===== src/rtl/fc_requant_serializer.sv =====
// Requantizes a parallel FC accumulator vector and streams it one element
// per cycle into the serial input of the next FC layer.
`timescale 1ns/1ps
module fc_requant_serializer #(
    parameter int NUM_NEURONS = 16,
    parameter int ACC_WIDTH   = 32,
    parameter int DATA_WIDTH  = 16,
    parameter int FRAC_BITS   = 8,
    parameter int RELU_EN     = 1
) (
    input  logic                         clk,
    input  logic                         rst,
    input  logic                         valid_in,
    input  logic signed [ACC_WIDTH-1:0]  fc_in [NUM_NEURONS],
    output logic                         ready_out,
    output logic signed [DATA_WIDTH-1:0] data_out,
    output logic                         valid_out,
    output logic                         last_out,
    output logic                         overrun_err
);

    localparam int IDX_W = $clog2(NUM_NEURONS);
    localparam logic [IDX_W-1:0] LAST_IDX = IDX_W'(NUM_NEURONS - 1);

    localparam logic signed [ACC_WIDTH:0] HALF =
        {{ACC_WIDTH{1'b0}}, 1'b1} << (FRAC_BITS - 1);
    localparam logic signed [ACC_WIDTH:0] MAX_S =
        {{(ACC_WIDTH - DATA_WIDTH + 2){1'b0}}, {(DATA_WIDTH - 1){1'b1}}};
    localparam logic signed [ACC_WIDTH:0] MIN_S = ~MAX_S;

    typedef enum logic {
        IDLE,
        STREAM
    } state_t;

    state_t                         state_q, state_d;
    logic [IDX_W-1:0]               idx_q, idx_d;
    logic signed [DATA_WIDTH-1:0]   hold_q, hold_d;
    logic                           ovr_q, ovr_d;
    logic signed [DATA_WIDTH-1:0]   buf_q [NUM_NEURONS];
    logic                           accept;

    // One extra bit of headroom so the rounding add never wraps.
    function automatic logic signed [DATA_WIDTH-1:0] requant(
        input logic signed [ACC_WIDTH-1:0] a
    );
        logic signed [ACC_WIDTH:0]     t;
        logic signed [ACC_WIDTH:0]     s;
        logic signed [DATA_WIDTH-1:0]  r;
        t = {a[ACC_WIDTH-1], a} + HALF;
        s = t >>> FRAC_BITS;
        if (RELU_EN != 0 && s[ACC_WIDTH]) begin
            s = '0;
        end
        if (s > MAX_S) begin
            r = MAX_S[DATA_WIDTH-1:0];
        end else if (s < MIN_S) begin
            r = MIN_S[DATA_WIDTH-1:0];
        end else begin
            r = s[DATA_WIDTH-1:0];
        end
        return r;
    endfunction

    always_comb begin
        state_d     = state_q;
        idx_d       = idx_q;
        hold_d      = hold_q;
        ovr_d       = ovr_q;
        ready_out   = (state_q == IDLE) ||
                      (state_q == STREAM && idx_q == LAST_IDX);
        accept      = valid_in && ready_out;
        valid_out   = (state_q == STREAM);
        last_out    = valid_out && (idx_q == LAST_IDX);
        data_out    = valid_out ? buf_q[idx_q] : hold_q;
        overrun_err = ovr_q;
        if (valid_out) begin
            hold_d = buf_q[idx_q];
        end
        if (valid_in && !ready_out) begin
            ovr_d = 1'b1;
        end
        unique case (state_q)
            IDLE: begin
                if (accept) begin
                    state_d = STREAM;
                    idx_d   = '0;
                end
            end
            STREAM: begin
                if (idx_q != LAST_IDX) begin
                    idx_d = idx_q + 1'b1;
                end else if (accept) begin
                    idx_d = '0;
                end else begin
                    state_d = IDLE;
                end
            end
        endcase
    end

    always_ff @(posedge clk) begin
        if (rst) begin
            state_q <= IDLE;
            idx_q   <= '0;
            hold_q  <= '0;
            ovr_q   <= 1'b0;
        end else begin
            state_q <= state_d;
            idx_q   <= idx_d;
            hold_q  <= hold_d;
            ovr_q   <= ovr_d;
        end
    end

    always_ff @(posedge clk) begin
        if (accept) begin
            for (int k = 0; k < NUM_NEURONS; k++) begin
                buf_q[k] <= requant(fc_in[k]);
            end
        end
    end

endmodule


===== config.mk =====
export PLATFORM = sky130hd
export DESIGN_NAME = fc_requant_serializer
export DESIGN_NICKNAME = d
export VERILOG_FILES = /design/src/rtl/fc_requant_serializer.sv
export SDC_FILE = /design/constraint.sdc
export NUM_CORES = 1
export LEC_CHECK = 0
export CAP_MARGIN = 0
export CELL_PAD_IN_SITES_DETAIL_PLACEMENT = 2
export CELL_PAD_IN_SITES_GLOBAL_PLACEMENT = 2
export CORE_UTILIZATION = 31
export CTS_BUF_LIST = sky130_fd_sc_hd__clkbuf_2
export CTS_CLUSTER_DIAMETER = 60
export DETAILED_ROUTE_END_ITERATION = 16
export PLACE_DENSITY = 0.8
export SLEW_MARGIN = 20
export SYNTH_ARGS = -nofsm -noshare
export SYNTH_HDL_FRONTEND = slang
export SYNTH_SLANG_ARGS = --single-unit
export TNS_END_PERCENT = 20

===== constraint.sdc =====
create_clock -name clk -period 18.5 [get_ports clk]
set_clock_uncertainty 0.1 [all_clocks]
set_input_delay 1.85 -clock clk [delete_from_list [all_inputs] [get_ports clk]]
set_output_delay 1.85 -clock clk [all_outputs]
set_load 0.005 [all_outputs]

==> results of run 1 <==
## cell families (layout without fill, tap and decap cells)
group / Yosys count / count (layout)
mux: 109 / 109
buf+inv: 119 / 621
compound gates: 416 / 416
simple gates: 778 / 778
fa+ha+maj: 17 / 17
xor+xnor: 219 / 219
other cells: 1 / 30
flops: 278 / 278
## registers in the layout, summed over array words and instances, names as in the netlist
signal,cells
buf_q,256
hold_q,16
idx_q,4
overrun_err,1
valid_out,1
## final cells by class
class / instances / area (sq um)
Timing Repair Buffer: 435 / 4320
Multi-Input combinational cell: 1555 / 11500
Clock inverter: 25 / 140
Sequential cell: 278 / 8130
Tap cell: 846 / 1060
Inverter: 46 / 173
Clock buffer: 115 / 576
Fill cell: 6818 / 37400
Antenna cell: 14 / 35.0
## through the flow
stage / hold WS, ps / std cells / utilization / total power [W]
global placement: 440 / 3159 / 0.396 / 0.00109
floorplan: 360 / 1952 / - / 0.000905
detailed placement: 474 / 3159 / 0.396 / 0.00110
CTS: 496 / 3299 / 0.408 / 0.00158
global route: 527 / 3311 / 0.409 / 0.00164
finish: 503 / 3314 / 0.409 / 0.00157
## worst paths after layout
check                endpoint  slack (ps)  depth (start not counted)
setup / recovery  data_out[2]       12010                          5
hold / removal     hold_q[10]         500                          2
setup reg to reg  buf_q[4][2]       13980                          7
hold reg to reg    hold_q[10]         500                          2
## worst max-delay path, cell delays in order (launching register included)
cell	delay, ps
dfxtp_4	810
buf_4	690
mux4_2	660
mux4_2	500
mux2_2	290
clkdlybuf4s50_1	550
## cell usage after synthesis, types with 10 or more instances
library cell / number
a211oi_1: 19
a21oi_1: 144
a31oi_1: 118
a41oi_1: 20
and2_1: 14
and3_1: 61
and4_1: 36
buf_2: 13
clkbuf_1: 51
dfxtp_1: 22
edfxtp_1: 256
ha_1: 17
inv_1: 46
mux2_2: 19
mux2i_1: 10
mux4_2: 80
nand2_1: 138
nand3_1: 143
nand4_1: 69
nor2_1: 128
nor2b_1: 22
nor3_1: 41
nor3b_1: 13
nor4_1: 28
o21ai_0: 13
or2_2: 11
or3_1: 18
or4_1: 14
xnor2_1: 109
xor2_1: 110
## power by group
| group | switching [W] | internal, W | total (W) |
|---|---|---|---|
| registers | 0.0000219 | 0.000728 | 0.000750 |
| clock network | 0.000292 | 0.000182 | 0.000474 |
| logic | 0.000177 | 0.000164 | 0.000341 |
## routing by layer
metal | up-vias | track usage
met4 | 2 | 0.0946
met1 | 9489 | 0.289
met2 | 493 | 0.443
li1 | 8615 | -
met5 | - | 0
met3 | 128 | 0.0426
==> impl_metrics.py, run 1 <==
metrics = {
    "synth": {
        "yosysTopAreaCellShare": 0.385,
        "syn_area_sq_um": 20000,
        "synth_compound_area_frac": 0.141,
        "yosysSeqAreaShare": 0.407,
        "synth_ff_type": "edfxtp_1",
        "synth.avg_cell_area_sq_um": 10.3,
        "synth_area_leader_cell": "edfxtp_1",
        "synth_edf_count": 256,
        "synth_top_family_by_area": "simple AND/OR/NAND/NOR gates",
        "synth_cell_types": 85,
        "synth_simple_gate_area_frac": 0.213,
        "synth-xor-area-share": 0.0961,
        "synth_area_leaders": "edfxtp_1, mux4_2, xor2_1",
        "synth.area.mux_share": 0.106,
        "ys_seq_elements": 278,
        "synthAdderAreaFrac": 0.0107,
        "ys.warnings.count": 0,
        "syn_inst": 1937,
        "synthArstFlopShare": 0,
    },
    "min_path": {
        "min-delay-start": "hold_q[10]",
        "hold_path_class": "flop to flop",
    },
    "route": {
        "ant_nets": 0,
        "wl_per_cell_um": 25.0,
        "wl_mm": 82.9,
        "first_pass_iters": 5,
        "drcViolationCount": 0,
        "drt_iter0_drc": 1137,
        "routed_via_density": 5.65,
        "wl_met3_mm": 3.63,
        "via_count": 18700,
        "met1_length_mm": 33.5,
        "highest_layer": "met5",
        "wl_met2_mm": 43.0,
    },
    "timing": {
        "setup_ws_ps": 12010,
        "final.setup.tns_ps": 0,
        "fmax_mhz": 154,
        "tightestPinTransition_ps": 1090,
        "finalCriticalPeriod_ps": 6490,
        "max_slew_margin": 0.272,
        "drv_slew": 0,
        "fin_crit_sh": 0.351,
        "rsz0062_at_grt": "no",
        "setup_violations": 0,
        "hold_viol": 0,
    },
    "status": {
        "status": "finished, final reports clean",
    },
    "global_route": {
        "grt_antenna_before_repair": 12,
        "grt_pass1_wl_mm": 124,
        "grt_overflow_total": 0,
        "grt_max_degree": 77,
        "grt_pass1_vias": 20400,
        "grt_use_total": 0.246,
    },
    "cts": {
        "clockBufferDepth": 3,
        "ctsResizeCount": 0,
        "htreeDepth": 3,
        "cts_setup_buffers": 0,
        "cts.sinks": 278,
        "cts_tree": "built",
        "holdBufCountCts": 0,
        "cts_buffers": 79,
        "clk_latency_ps": 990,
        "path_clk_slew_ps": 90,
        "cts_root_buf": "clkbuf_2",
    },
    "placed_design": {
        "routabilityCongestion": 0.903,
        "dpl_cell_area_sq_um": 25100,
        "io_buffers": 422,
        "dp_hpwl_mm": 65.4,
        "place_ws_ps": 12870,
    },
    "die": {
        "core_sq_um": 63300,
        "ios": 535,
        "dieArea_sq_um": 65400,
        "die_h_um": 256,
        "rows": 92,
        "die_w_um": 256,
        "floorplan.initialDensity": 0.315,
    },
    "finish": {
        "final_cell_mix": "clkdlybuf4s50_1, edfxtp_1, nand3_1",
        "area_growth_pct": 29.8,
        "layout.nets": 2927,
        "fin_area_sq_um": 25900,
        "layout-drive-gt1-share": 0.123,
        "final_common_cell": "clkdlybuf4s50_1",
    },
    "worst_setup_path": {
        "worstPathArrival_ps": 4540,
        "crit_fanout": 39,
        "critPathLaunch": "idx_q[0]",
        "cp-end-kind": "primary output",
        "start_kind": "flop",
        "crit_type": "flop to primary output",
        "worst_ep_required_time_ps": 16550,
        "r2r_start": "idx_q[0]",
    },
    "power": {
        "p_leak_nw": 8.31,
        "peakVddDrop_uv": 29.4,
        "p_per_area_nw_per_um2": 60.4,
    },
    "job": {
        "drv_cap": 0,
    },
}
(Power assumes the default switching activity.)
==> inputs of run 2 (changes only) <==
clock period = 6.7 ns   (was 18.5 ns; I/O delays follow)
==> impl_metrics.py, run 2 (same netlist as run 1, synthesis figures left out) <==
metrics = {
    "min_path": {
        "hold_path_class": "input port to flop",
        "worstHoldEndpoint": "overrun_err",
        "hold_depth": 3,
        "min-delay-start": "valid_in",
    },
    "cts": {
        "clk_latency_ps": 1040,
        "htreeDepth": 3,
        "path_clk_slew_ps": 90,
        "cts_buffers": 79,
        "holdBufCountCts": 0,
        "clockBufferDepth": 3,
        "cts.sinks": 278,
        "cts_tree": "built",
        "ctsResizeCount": 0,
        "cts_setup_buffers": 0,
        "cts_root_buf": "clkbuf_2",
    },
    "global_route": {
        "grt_pass1_wl_mm": 124,
        "grt_max_degree": 156,
        "grt_pass1_vias": 20600,
        "grt_overflow_total": 0,
        "grt_use_total": 0.247,
        "grt_antenna_before_repair": 16,
    },
    "worst_setup_path": {
        "r2r_setup_slack_ps": 2510,
        "reg2reg_to": "buf_q[3][1]",
        "start_kind": "flop",
        "worst_ep_required_time_ps": 5930,
        "worstPathArrival_ps": 4490,
        "cp-end-kind": "primary output",
        "reg2reg_depth": 7,
        "crit_fanout": 49,
        "r2r_start": "idx_q[0]",
        "crit_type": "flop to primary output",
    },
    "finish": {
        "regMostFlops": "buf_q",
        "layout.nets": 2926,
        "area_growth_pct": 29.9,
        "final_common_cell": "clkdlybuf4s50_1",
        "final_cell_mix": "clkdlybuf4s50_1, edfxtp_1, nand3_1",
        "largest_reg_flops": 256,
        "reg.largest.list": "buf_q x256, hold_q x16, idx_q x4",
        "final_util": 0.410,
        "layout-drive-gt1-share": 0.124,
    },
    "power": {
        "p_total_w": 0.00434,
        "seqPwrFrac": 0.478,
        "p_leak_nw": 8.33,
        "comb_power_share": 0.216,
        "p_clk_frac": 0.306,
        "p_per_area_nw_per_um2": 167,
        "peakVddDrop_uv": 92.0,
        "swShare": 0.308,
        "power_switching_w": 0.00134,
        "internal_power_w": 0.00300,
    },
    "timing": {
        "tightestPinTransition_ps": 1040,
        "setup_ws_ps": 1440,
        "fin_crit_sh": 0.784,
        "max_slew_margin": 0.307,
        "drv_slew": 0,
        "final.setup.tns_ps": 0,
        "finalCriticalPeriod_ps": 5260,
        "setup_violations": 0,
        "hold_viol": 0,
        "fmax_mhz": 190,
        "rsz0062_at_grt": "no",
    },
    "placed_design": {
        "io_buffers": 422,
        "routabilityCongestion": 0.870,
        "place_ws_ps": 2300,
        "dp_hpwl_mm": 65.4,
    },
    "job": {
        "drv_cap": 0,
    },
    "route": {
        "ant_nets": 0,
        "wl_per_cell_um": 24.8,
        "wl_mm": 82.2,
        "drt_iter0_drc": 1139,
        "drcViolationCount": 0,
        "first_pass_iters": 5,
        "routed_via_density": 5.64,
        "via_count": 18700,
    },
    "die": {
        "core_sq_um": 63300,
        "rows": 92,
        "floorplan.initialDensity": 0.315,
        "die_h_um": 256,
        "dieArea_sq_um": 65400,
        "die_w_um": 256,
        "ios": 535,
    },
    "status": {
        "status": "finished, final reports clean",
    },
}
## run 2: cell count changes in the layout (fill, tap and decap cells not counted), sizes merged
| cell | change |
|---|---|
| clkbuf | -2 |
| clkinvlp | -1 |
| bufinv | +1 |
| clkinv | +1 |
| inv | +1 |
## run 2: layout make-up
cell class                 instances  area [sq um]
timing repair buffer             434          4330
inverter                          46           173
sequential                       278          8130
fill                            6742         37400
multi-input combinational       1555         11500
tap                              846          1060
clock inverter                    27           163
clock buffer                     114           571
antenna                           14          35.0
## run 2: routing by layer
metal  track usage  part of all wire  vias to the layer above
met5             0           0.00046                        -
met4        0.0867             0.031                        6
met3        0.0480             0.051                      130
met2         0.440              0.51                      492
met1         0.294              0.41                     9424
li1              -                 -                     8625
## run 2: how the worst max path moves through the flow
stage,slack (ps),from,end,cells after the start
final,1440,idx_q[0],data_out[0],5
after global routing,1040,idx_q[0],data_out[0],5
after CTS,1210,idx_q[0],data_out[0],5
after detailed placement,2300,fc_in[333],buf_q[5][8],7
after global placement,2430,idx_q[0],data_out[0],5
after floorplan,1270,idx_q[2],buf_q[0][0],4
## run 2: critical path, stage by stage (launching register included)
cell and delay, ps:
dfxtp_4 1020, buf_4 510, mux4_2 610, mux4_2 480, mux2_2 290, clkdlybuf4s50_1 580
## run 2: metrics by stage
step / area (sq um) / std cells / hold slack (ps)
after floorplan: 20000 / 1952 / 360
after global placement: 25100 / 3158 / 364
after detailed placement: 25100 / 3158 / 365
after CTS: 25800 / 3299 / 177
after global routing: 25900 / 3313 / 275
final: 25900 / 3314 / 338
## run 2: power groups by stage
| stage | logic, W | clock network (W) | registers [W] |
|---|---|---|---|
| after floorplan | 0.000403 | 0 | 0.00207 |
| after global placement | 0.000890 | 0 | 0.00211 |
| after detailed placement | 0.000926 | 0 | 0.00212 |
| after CTS | 0.000934 | 0.00138 | 0.00208 |
| after global routing | 0.00100 | 0.00146 | 0.00208 |
| final | 0.000936 | 0.00132 | 0.00207 |
